File: src/rtl/bcd_to_bin.sv
// Sequential BCD-to-binary converter (reverse double dabble).
// Start-pulse / done-pulse handshake around a small FSM.
module bcd_to_bin #(
  parameter int N_DIG = 2,
  parameter int W_BIN = 7
) (
  input  logic               clk,
  input  logic               rst,
  input  logic               in_init,
  input  logic [4*N_DIG-1:0] in_BCD,
  output logic [W_BIN-1:0]   out_BIN,
  output logic               out_DONE,
  output logic               out_BUSY,
  output logic               out_ERR
);

  localparam int BW = 4 * N_DIG;
  localparam int CW = (W_BIN > 1) ? $clog2(W_BIN) : 1;
  localparam logic [CW-1:0] LAST = CW'(W_BIN - 1);

  function automatic longint f_pow10(input int n);
    longint p;
    p = 1;
    for (int i = 0; i < n; i++) p = p * 10;
    return p;
  endfunction

  if ((longint'(1) << W_BIN) < f_pow10(N_DIG)) begin : g_width_chk
    $error("bcd_to_bin: W_BIN too small for N_DIG");
  end

  typedef enum logic [2:0] {
    S_IDLE    = 3'd0,
    S_CHECK   = 3'd1,
    S_SHIFT   = 3'd2,
    S_CORRECT = 3'd3,
    S_DONE    = 3'd4
  } state_t;

  state_t           r_state;
  logic [CW-1:0]    r_cnt;
  logic [BW-1:0]    r_bcd;
  logic [W_BIN-1:0] r_bin;
  logic [W_BIN-1:0] r_out;
  logic             r_done;
  logic             r_busy;
  logic             r_err;

  function automatic logic f_bad(input logic [BW-1:0] b);
    logic bad;
    bad = 1'b0;
    for (int i = 0; i < N_DIG; i++)
      if (b[4*i +: 4] > 4'd9) bad = 1'b1;
    return bad;
  endfunction

  // Digits that picked up a shifted-in 8 really hold 5 more: take 3 back.
  function automatic logic [BW-1:0] f_fix(input logic [BW-1:0] b);
    logic [BW-1:0] r;
    r = b;
    for (int i = 0; i < N_DIG; i++)
      if (b[4*i +: 4] >= 4'd8) r[4*i +: 4] = b[4*i +: 4] - 4'd3;
    return r;
  endfunction

  logic w_bad;
  assign w_bad = f_bad(r_bcd);

  always_ff @(posedge clk) begin
    if (rst) begin
      r_state <= S_IDLE;
      r_cnt   <= '0;
      r_bcd   <= '0;
      r_bin   <= '0;
      r_out   <= '0;
      r_done  <= 1'b0;
      r_busy  <= 1'b0;
      r_err   <= 1'b0;
    end else begin
      r_done <= 1'b0;
      case (r_state)
        S_IDLE: begin
          if (in_init) begin
            r_bcd   <= in_BCD;
            r_bin   <= '0;
            r_cnt   <= '0;
            r_err   <= 1'b0;
            r_busy  <= 1'b1;
            r_state <= S_CHECK;
          end
        end
        S_CHECK: begin
          if (w_bad) begin
            r_err   <= 1'b1;
            r_out   <= '0;
            r_done  <= 1'b1;
            r_state <= S_DONE;
          end else begin
            r_state <= S_SHIFT;
          end
        end
        S_SHIFT: begin
          {r_bcd, r_bin} <= {r_bcd, r_bin} >> 1;
          r_state        <= S_CORRECT;
        end
        S_CORRECT: begin
          r_bcd <= f_fix(r_bcd);
          if (r_cnt == LAST) begin
            r_out   <= r_bin;
            r_done  <= 1'b1;
            r_state <= S_DONE;
          end else begin
            r_cnt   <= r_cnt + 1'b1;
            r_state <= S_SHIFT;
          end
        end
        S_DONE: begin
          r_busy  <= 1'b0;
          r_state <= S_IDLE;
        end
        default: begin
          r_busy  <= 1'b0;
          r_state <= S_IDLE;
        end
      endcase
    end
  end

  assign out_BIN  = r_out;
  assign out_DONE = r_done;
  assign out_BUSY = r_busy;
  assign out_ERR  = r_err;

endmodule
File: config.mk
export PLATFORM = sky130hd
export DESIGN_NAME = bcd_to_bin
export DESIGN_NICKNAME = d
export VERILOG_FILES = /design/src/rtl/bcd_to_bin.sv
export SDC_FILE = /design/constraint.sdc
export NUM_CORES = 1
export LEC_CHECK = 0
export CAP_MARGIN = 10
export CORE_MARGIN = 5
export CORE_UTILIZATION = 50
export CTS_CLUSTER_SIZE = 25
export DETAILED_ROUTE_END_ITERATION = 8
export PLACE_DENSITY_LB_ADDON = 0.05
export SLEW_MARGIN = 20
export SYNTH_ARGS = -nofsm -noshare
export SYNTH_HDL_FRONTEND = slang
export SYNTH_SLANG_ARGS = --single-unit
File: constraint.sdc
create_clock -name clk -period 1.8 [get_ports clk]
set_input_delay 0.36 -clock clk [delete_from_list [all_inputs] [get_ports clk]]
set_output_delay 0.36 -clock clk [all_outputs]
set_load 0.02 [all_outputs]
==> results.py, run 1 <==
metrics = {
    "status": {
        "status": "complete, no violations",
    },
    "global_route": {
        "grt_pass1_vias": 1291,
        "grt_pass1_wl_um": 5780,
        "grt.overflow.total": 0,
        "antenna_found_initial": 0,
        "grt_usage_pct": 16.7,
        "grt_start_max_net_pins": 16,
    },
    "setup_path": {
        "endpoint_kind": "output port",
        "worstPathMaxFanout": 2,
        "r2r-start": "r_bcd[0]$_SDFFE_PP0P_",
        "startpoint_type": "flip-flop",
        "path_class": "reg2out",
        "required_ns": 1.44,
        "worst_path_max_delay_cell": "clkdlybuf4s50_1",
        "crit_arrival_ns": 1.29,
        "r2r_cells": 7,
        "crit_family": "buffers and inverters",
        "r2r_setup_slack_ns": 0.19,
        "r2r-end": "out_BIN[6]$_SDFFE_PP0P_",
        "cp_slowest_stage_delay_ns": 0.61,
        "worst-path-buf-inv": 1,
        "worstPathCellList": "clkdlybuf4s50_1",
    },
    "detailed_routing": {
        "drtPass1Iterations": 4,
        "wl_um": 3540,
        "via_per_inst": 5.49,
        "vias": 1394,
        "post-route-drc-count": 0,
        "detail-route-antenna-nets": 0,
        "wl_per_cell_um": 13.9,
        "drtIter0Drc": 48,
    },
    "logic_synthesis": {
        "synth_edf_count": 0,
        "synth_top_family_by_area": "compound AO/OA/AOI/OAI gates",
        "synth_top_area_cell": "dfxtp_1",
        "yosys.area_share.simple_pct": 18.1,
        "ys_top_cells_by_count": "dfxtp_1, a21oi_1, nor2_1, nand2_1, nand3_1",
        "synth_area_leaders": "dfxtp_1, ha_1, a21oi_1",
        "yosys.area_share.adder_pct": 7.37,
        "yosysUniqueCellTypes": 39,
        "synthCells": 185,
        "synth_top_area_share_pct": 36.6,
        "async_flop_share_pct": 0,
        "synth_seq_area_share_pct": 36.6,
        "yosys_warnings": 0,
        "yosysMostFrequentCell": "dfxtp_1",
        "synth_xor_area_share_pct": 0.516,
        "synth.net_count": 206,
        "syn_avg_cell_area_um2": 9.17,
        "syn_area_um2": 1700,
        "synth_top_flop_cell": "dfxtp_1",
        "synth_compound_area_share_pct": 27.6,
        "synthMuxAreaShare_pct": 3.54,
        "synth-seq-cells": 31,
    },
    "timing": {
        "whs_ns": 0.467,
        "maxSlewHeadroom_pct": 73.4,
        "setup_viol": 0,
        "clock_skew_ns": 0.00206,
        "period_needed_ns": 1.65,
        "hold_violations": 0,
        "period_share_pct": 91.8,
        "tightest_slew_ns": 0.398,
        "setup_slack_ns": 0.147,
        "fin_setup_tns_ns": 0,
        "maxSlewViolCount": 0,
        "rsz0062_at_grt": "no",
        "fmax_mhz": 605,
    },
    "clock_network": {
        "cts_root_buf": "clkbuf_4",
        "insertion_delay_ns": 0.33,
        "clockBufferDepth": 2,
        "numCtsBuffers": 5,
        "postCtsHoldBufs": 0,
        "cts_num_sinks": 31,
        "clkSlewWorstSetupHoldPaths_ns": 0.10,
        "cts_max_level": 2,
        "cts_tree": "done",
    },
    "hold_path": {
        "hold_depth": 2,
        "min_from": "out_BIN[4]$_SDFFE_PP0P_",
        "min_to": "out_BIN[4]$_SDFFE_PP0P_",
        "min_path_type": "reg2reg",
    },
    "finish": {
        "fillCellCount": 319,
        "final_nets": 229,
        "ff_latch_area_um2": 621,
        "final_cell_area_um2": 1990,
        "area_growth_pct": 17.3,
        "diodes": 0,
        "multi_input_area_um2": 972,
        "final_layout_size_suffix_gt1_share_pct": 15.4,
    },
    "die": {
        "io_pins": 21,
        "die-area_um2": 4660,
        "core-area_um2": 3310,
        "die_x_um": 68.3,
        "start_util_pct": 51.2,
        "dieHeight_um": 68.3,
        "fp-row-count": 21,
    },
    "power_and_ir_drop": {
        "power_density_nw_per_um2": 749,
        "power_frac_comb_pct": 21.1,
        "internal_power_w": 0.00104,
        "p_leak_nw": 0.823,
        "pwr-share-clk_pct": 28.2,
        "p_total_w": 0.00149,
        "p_seq_share_pct": 50.7,
        "ir_drop_v": 0.000489,
        "power.switching_w": 0.000447,
        "swShare_pct": 30.0,
    },
    "placement": {
        "dpl.hpwl_um": 2570,
        "place_area_um2": 1930,
        "dp_slack_ns": 0.0239,
        "io_buffers": 20,
        "place.gp.congestion": 0.794,
    },
    "job": {
        "drv_cap": 0,
    },
}
-- registers in the layout, summed over array words and instances (netlist names) --
signal / flops
out_BIN: 7
out_BUSY: 1
out_DONE: 1
out_ERR: 1
r_bcd: 8
r_bin: 7
r_cnt: 3
r_state: 3
-- placed cells by master (no fill, tap or decap), types with 2 or more instances in the layout --
cell and count:
o32ai_1 2, a21o_1 4, clkdlybuf4s50_1 20, mux2i_1 6, buf_4 8, nor2_1 20
clkbuf_4 5, nand3_1 11, nand2_1 14, a2111o_1 2, o21bai_1 2, o211ai_2 7
a22oi_1 9, inv_1 6, nor3_1 2, ha_1 10, o21ai_1 2, a21oi_1 22
dfxtp_1 31, nand2b_1 2, a211o_1 4
-- area by class of cell --
class                   count  area share [%]
repair buffers             28            13.1
flip-flops and latches     31            31.2
inverters                   6            1.13
well taps                  46            2.89
multi-input cells         136            48.9
clock inverters             1           0.252
clock buffers               6            2.58
-- metal layers --
metal  track usage (%)  wire, um  vias up
met4              8.19        45        0
li1                  -         -      714
met2              25.4      1620       19
met1              22.2      1750      656
met3              3.61       132        5
met5                 0         0        -
-- kinds of logic (layout without fill, tap and decap cells) --
group / Yosys count / in the layout
AOI/OAI and AO/OA: 59 / 59
adders and majority gates: 10 / 10
muxes: 6 / 6
xor gates and xnor gates: 1 / 1
DFF: 31 / 31
and+or+nand+nor: 60 / 60
buffers and inverters: 18 / 41
-- per-stage QoR --
| step | util (%) | instances |
|---|---|---|
| final | 60.1 | 254 |
| after global routing | 60.1 | 254 |
| after CTS | 60.0 | 254 |
| after detailed placement | 58.3 | 247 |
| after global placement | 58.3 | 247 |
| after floorplan | - | 185 |
-- power by group through the flow --
stage | Combinational (W) | Clock (W) | Sequential [W]
floorplan | 0.000235 | 0 | 0.000759
global placement | 0.000304 | 0 | 0.000771
detailed placement | 0.000313 | 0 | 0.000772
CTS | 0.000315 | 0.000430 | 0.000756
global route | 0.000346 | 0.000465 | 0.000762
finish | 0.000315 | 0.000421 | 0.000756
-- worst register-to-register path: stages, from the launching register on --
cell and delay, ns:
dfxtp_1 0.46, inv_1 0.12, ha_1 0.21, o21bai_1 0.15, buf_4 0.16, a22o_4 0.19
o211ai_2 0.10, a21oi_1 0.15
-- worst max-delay path by stage --
stage	from	endpoint	slack, ns	cells past startpoint
floorplan	r_bcd[4]$_SDFFE_PP0P_	out_BIN[6]$_SDFFE_PP0P_	0.33	6
global placement	in_init	r_cnt[2]$_SDFFE_PP0P_	0.07	3
detailed placement	in_init	r_bcd[2]$_SDFFE_PP0P_	0.02	5
CTS	r_state[1]$_SDFFE_PP0P_	out_BIN[0]$_SDFFE_PP0P_	0.06	4
global route	out_BIN[0]$_SDFFE_PP0P_	out_BIN[0]	0.08	1
finish	out_BIN[0]$_SDFFE_PP0P_	out_BIN[0]	0.15	1
-- what timing repair did --
| item | in CTS | in global routing |
|---|---|---|
| buffers inserted | 0 | 0 |
| resized for setup | 0 | 2 |
| setup endpoints to repair | 0 | 9 |
(Power assumes the default switching activity.)
==> run 2: changes to the inputs <==
Settings changed: CORE_UTILIZATION 50 to 55, CTS_CLUSTER_SIZE 25 to 14, SETUP_SLACK_MARGIN set to 0.3.
==> run 2 against run 1 <==
  * Register-to-register slack better by 0.17 ns
  * Sequential power up 1%
  * Design area up 8.2%
  * Worst hold slack better by 0.0044 ns
  * Clock power up 40%
  * Utilization up 12 points
  * Critical path type is now reg2reg
==> results.py, run 2 (synthesized netlist as in run 1, its figures left out) <==
metrics = {
    "setup_path": {
        "crit_family": "compound AO/OA/AOI/OAI gates",
        "path_class": "reg2reg",
        "crit_arrival_ns": 1.68,
        "worstPathMaxFanout": 7,
        "worstPathCellList": "inv_4, ha_2, o21bai_1, buf_4, a22o_4, o211ai_2, a21oi_2",
        "worst-path-buf-inv": 2,
        "required_ns": 2.04,
        "startpoint_type": "flip-flop",
        "worst_path_max_delay_cell": "dfxtp_4",
        "cp_slowest_stage_delay_ns": 0.37,
        "endpoint_kind": "flip-flop",
    },
    "timing": {
        "fmax_mhz": 692,
        "setup_slack_ns": 0.355,
        "setup_viol": 0,
        "clock_skew_ns": 0.0120,
        "rsz0062_at_grt": "yes",
        "maxSlewViolCount": 0,
        "period_needed_ns": 1.44,
        "whs_ns": 0.471,
        "fin_setup_tns_ns": 0,
        "period_share_pct": 80.3,
        "maxSlewHeadroom_pct": 81.0,
        "tightest_slew_ns": 0.286,
        "hold_violations": 0,
    },
    "hold_path": {
        "min_path_type": "reg2reg",
    },
    "finish": {
        "largest-register": "r_bcd",
        "final_cell_mix": "dfxtp_1, a21oi_1, nor2_1",
        "final_nets": 238,
        "layout_commonest_cell": "dfxtp_1",
        "largest_reg_flops": 8,
        "area_growth_pct": 26.9,
        "final_cell_area_um2": 2150,
        "fillCellCount": 246,
        "diodes": 0,
        "final_layout_size_suffix_gt1_share_pct": 27.5,
    },
    "global_route": {
        "grt.overflow.total": 0,
        "grt_pass1_vias": 1402,
        "grt_start_max_net_pins": 16,
        "grt_pass1_wl_um": 6200,
        "grt_usage_pct": 18.7,
        "antenna_found_initial": 0,
    },
    "power_and_ir_drop": {
        "p_total_w": 0.00172,
        "power_density_nw_per_um2": 799,
        "ir_drop_v": 0.000731,
        "p_leak_nw": 0.948,
    },
    "placement": {
        "place.gp.congestion": 0.808,
        "dpl.hpwl_um": 2620,
        "dp_slack_ns": 0.0469,
        "place_area_um2": 1910,
        "io_buffers": 20,
    },
    "detailed_routing": {
        "wl_per_cell_um": 15.5,
        "post-route-drc-count": 0,
        "drtPass1Iterations": 5,
        "drtIter0Drc": 63,
        "via_per_inst": 5.87,
        "vias": 1473,
        "detail-route-antenna-nets": 0,
        "wl_um": 3880,
    },
    "status": {
        "status": "complete, no violations",
    },
    "die": {
        "start_util_pct": 56.5,
        "die_x_um": 65.5,
        "core-area_um2": 3000,
        "io_pins": 21,
        "dieHeight_um": 65.5,
        "fp-row-count": 20,
        "die-area_um2": 4300,
    },
    "clock_network": {
        "cts_max_level": 2,
        "cts_root_buf": "clkbuf_4",
        "clkSlewWorstSetupHoldPaths_ns": 0.10,
        "cts_tree": "done",
        "clockBufferDepth": 2,
        "insertion_delay_ns": 0.35,
        "numCtsBuffers": 5,
        "cts_num_sinks": 31,
    },
    "job": {
        "drv_cap": 0,
    },
}
[run 2: cell count changes in the layout (fill, tap and decap cells not counted), moves of 4 or more]
cell and change:
inv_1 -4, inv_4 +4, dlygate4sd2_1 +10, ha_1 -4, dfxtp_4 +5, buf_4 +7
dfxtp_1 -7, clkdlybuf4s50_1 -10
[run 2: power by group]
group	switching [W]	internal (W)	total, W
Combinational	0.000188	0.000180	0.000367
Sequential	0.0000486	0.000716	0.000765
Clock	0.000260	0.000328	0.000588
[run 2: cell type report]
| class | instances | area, um2 | share of cell area, % |
|---|---|---|---|
| clock buffers | 6 | 51.3 | 2.38 |
| clock inverters | 2 | 35.0 | 1.63 |
| inverters | 6 | 32.5 | 1.51 |
| multi-input cells | 137 | 1030 | 47.9 |
| flip-flops and latches | 31 | 642 | 29.8 |
| well taps | 33 | 41.3 | 1.92 |
| repair buffers | 36 | 320 | 14.9 |
[run 2: worst reg2reg max path, stage by stage (launching register included)]
cell and delay (ns):
dfxtp_4 0.37, inv_4 0.07, ha_2 0.17, o21bai_1 0.07
buf_4 0.16, a22o_4 0.27, o211ai_2 0.16, a21oi_2 0.07
[run 2: path summary, 6_finish.rpt]
path	cells after the start	startpoint	slack [ns]	endpoint
worst min register to register	2	out_BIN[3]$_SDFFE_PP0P_	0.47	out_BIN[3]$_SDFFE_PP0P_
worst max register to register	7	r_bcd[5]$_SDFFE_PP0P_	0.36	out_BIN[6]$_SDFFE_PP0P_
worst min-delay path	2	out_BIN[3]$_SDFFE_PP0P_	0.47	out_BIN[3]$_SDFFE_PP0P_
worst max-delay path	7	r_bcd[5]$_SDFFE_PP0P_	0.36	out_BIN[6]$_SDFFE_PP0P_
[run 2: repair_timing]
item | CTS | global route
gates cloned | 0 | 1
endpoints found under the setup margin | 25 | 14
hold buffers | 0 | 0
resized for setup | 22 | 21
setup buffers | 0 | 9
pin swaps | 0 | 22
[run 2: per-stage QoR]
step | util, % | cells
after floorplan | - | 185
after global placement | 63.5 | 233
after detailed placement | 63.5 | 233
after CTS | 66.4 | 241
after global routing | 71.7 | 251
final | 71.7 | 251
[run 2: per-layer routing]
metal	vias up	share of wire (%)	GRT usage, %
met2	20	50	31.4
met1	712	45	21.7
li1	733	-	-
met4	0	1.5	7.25
met3	8	3.2	6.50
met5	-	0	0
==> run 3: changes to the inputs <==
Clock period 1.8 ns to 1.4 ns, I/O delays scaled along.
==> run 3 against run 2 <==
  * The run now ends with setup timing left
  * Clock-buffer cell count unchanged
  * Via count up 14%
  * Design area up 22%
  * Utilization up 16 points
  * Global-route usage up 3.8 points
  * Worst setup slack worse by 0.39 ns
  * Worst hold slack better by 0.0053 ns
  * Die area unchanged
  * Flip-flop and latch count unchanged
  * Clock power down 7.0%
  * Clock skew down 0.0019 ns
  * Largest power group unchanged
==> results.py, run 3 (synthesized netlist as in run 1, its figures left out) <==
metrics = {
    "finish": {
        "final_layout_size_suffix_gt1_share_pct": 59.5,
        "layout_commonest_cell": "buf_4",
        "diodes": 0,
        "largest_reg_flops": 8,
        "final_cell_area_um2": 2630,
        "final_cell_mix": "buf_4, buf_6, nor2_1, a21oi_2, dfxtp_1",
        "final_nets": 258,
        "fillCellCount": 147,
        "largest-register": "r_bcd",
        "fin_util_pct": 87.4,
        "area_growth_pct": 54.7,
    },
    "placement": {
        "io_buffers": 20,
        "place_area_um2": 2160,
        "dpl.hpwl_um": 2930,
        "place.gp.congestion": 0.856,
    },
    "hold_path": {
        "min_path_type": "reg2reg",
        "min_from": "out_ERR$_SDFFE_PP0P_",
        "min_to": "out_ERR$_SDFFE_PP0P_",
        "hold_depth": 2,
    },
    "global_route": {
        "grt_start_max_net_pins": 15,
        "grt_pass1_vias": 1555,
        "grt_usage_pct": 22.5,
        "grt_pass1_wl_um": 7370,
        "grt.overflow.total": 0,
        "antenna_found_initial": 0,
    },
    "detailed_routing": {
        "vias": 1686,
        "routed-wl-met3_um": 229,
        "post-route-drc-count": 0,
        "drtPass1Iterations": 4,
        "wl_um": 5180,
        "wl_met2_um": 2640,
        "drtIter0Drc": 101,
        "detail-route-antenna-nets": 0,
        "highest-signal-layer": "met4",
        "wl_met1_um": 2150,
        "wl_per_cell_um": 19.2,
        "via_per_inst": 6.24,
    },
    "clock_network": {
        "clkSlewWorstSetupHoldPaths_ns": 0.11,
        "clockBufferDepth": 2,
        "cts_tree": "done",
        "cts_max_level": 2,
        "cts_num_sinks": 31,
        "postCtsHoldBufs": 0,
        "numCtsBuffers": 5,
        "insertion_delay_ns": 0.34,
        "cts_root_buf": "clkbuf_4",
    },
    "setup_path": {
        "required_ns": 1.66,
        "startpoint_type": "flip-flop",
        "endpoint_kind": "flip-flop",
        "worstPathMaxFanout": 7,
        "r2r-end": "out_BIN[2]$_SDFFE_PP0P_",
        "worst_path_max_delay_cell": "dfxtp_1",
        "path_class": "reg2reg",
        "crit_arrival_ns": 1.69,
        "r2r_setup_slack_ns": -0.03,
        "r2r-start": "r_bcd[3]$_SDFFE_PP0P_",
        "worstPathCellList": "and4bb_2, a22o_4, o211ai_2, a21oi_2",
        "cp_slowest_stage_delay_ns": 0.51,
        "worst-path-buf-inv": 0,
        "r2r_cells": 4,
        "crit_family": "flip-flops",
        "cp.depth": 4,
    },
    "status": {
        "violations": "setup timing",
        "status": "finished, violations left",
    },
    "die": {
        "core-area_um2": 3000,
        "start_util_pct": 56.5,
        "die-area_um2": 4300,
        "dieHeight_um": 65.5,
        "die_x_um": 65.5,
        "fp-row-count": 20,
        "io_pins": 21,
    },
    "timing": {
        "period_needed_ns": 1.43,
        "whs_ns": 0.477,
        "setup_viol": 7,
        "fmax_mhz": 699,
        "clock_skew_ns": 0.0102,
        "tightest_slew_ns": 0.302,
        "rsz0062_at_grt": "yes",
        "maxSlewHeadroom_pct": 79.8,
        "setup_slack_ns": -0.0306,
        "maxSlewViolCount": 0,
        "period_share_pct": 102,
        "hold_violations": 0,
        "fin_setup_tns_ns": -0.0935,
    },
    "power_and_ir_drop": {
        "power_density_nw_per_um2": 849,
        "ir_drop_v": 0.000589,
        "p_leak_nw": 1.06,
        "p_total_w": 0.00223,
    },
    "job": {
        "drv_cap": 0,
    },
}
run 3: worst max path at each step:
| stage | slack (ns) | endpoint | from |
|---|---|---|---|
| floorplan | 0.13 | out_BIN[2]$_SDFFE_PP0P_ | r_state[0]$_SDFFE_PP0P_ |
| global placement | -0.23 | r_cnt[2]$_SDFFE_PP0P_ | in_init |
| detailed placement | -0.27 | r_bcd[6]$_SDFFE_PP0P_ | in_init |
| CTS | 0.02 | out_BIN[6]$_SDFFE_PP0P_ | r_bcd[1]$_SDFFE_PP0P_ |
| global route | -0.08 | out_BIN[0]$_SDFFE_PP0P_ | r_bcd[5]$_SDFFE_PP0P_ |
| finish | -0.03 | out_BIN[2]$_SDFFE_PP0P_ | r_bcd[3]$_SDFFE_PP0P_ |
run 3: area by class of cell:
type	instances	area (um2)	share of cell area, %
Inverter	6	30.0	1.14
Clock buffer	6	51.3	1.95
Timing Repair Buffer	55	541	20.6
Clock inverter	1	5.00	0.191
Sequential cell	31	658	25.1
Tap cell	33	41.3	1.57
Multi-Input combinational cell	138	1300	49.5
run 3: through the flow:
stage / instances / worst slack (ns)
after floorplan: 185 / 0.126
after global placement: 245 / -0.230
after detailed placement: 245 / -0.267
after CTS: 259 / 0.0167
after global routing: 270 / -0.0762
final: 270 / -0.0306
run 3: repair_timing:
action / in CTS / in global routing
pin swaps: 11 / 20
resized for setup: 84 / 46
cloned: 1 / 1
setup endpoints to repair: 41 / 41
setup buffers: 6 / 10
run 3: where the power goes:
group	switching, W	internal (W)	total (W)
registers	0.0000715	0.000921	0.000993
clock network	0.000314	0.000232	0.000547
logic	0.000347	0.000341	0.000688
total	0.000733	0.00149	0.00223
run 3: routing by layer:
layer | vias to the layer above | global-route usage [%]
li1 | 778 | -
met1 | 831 | 27.0
met2 | 61 | 38.2
met3 | 16 | 5.64
met4 | 0 | 8.81
met5 | - | 0
run 3: worst register-to-register path, cell delays in order, from the launching register on:
cell and delay (ns):
dfxtp_1 0.51, and4bb_2 0.38, a22o_4 0.23, o211ai_2 0.10, a21oi_2 0.13
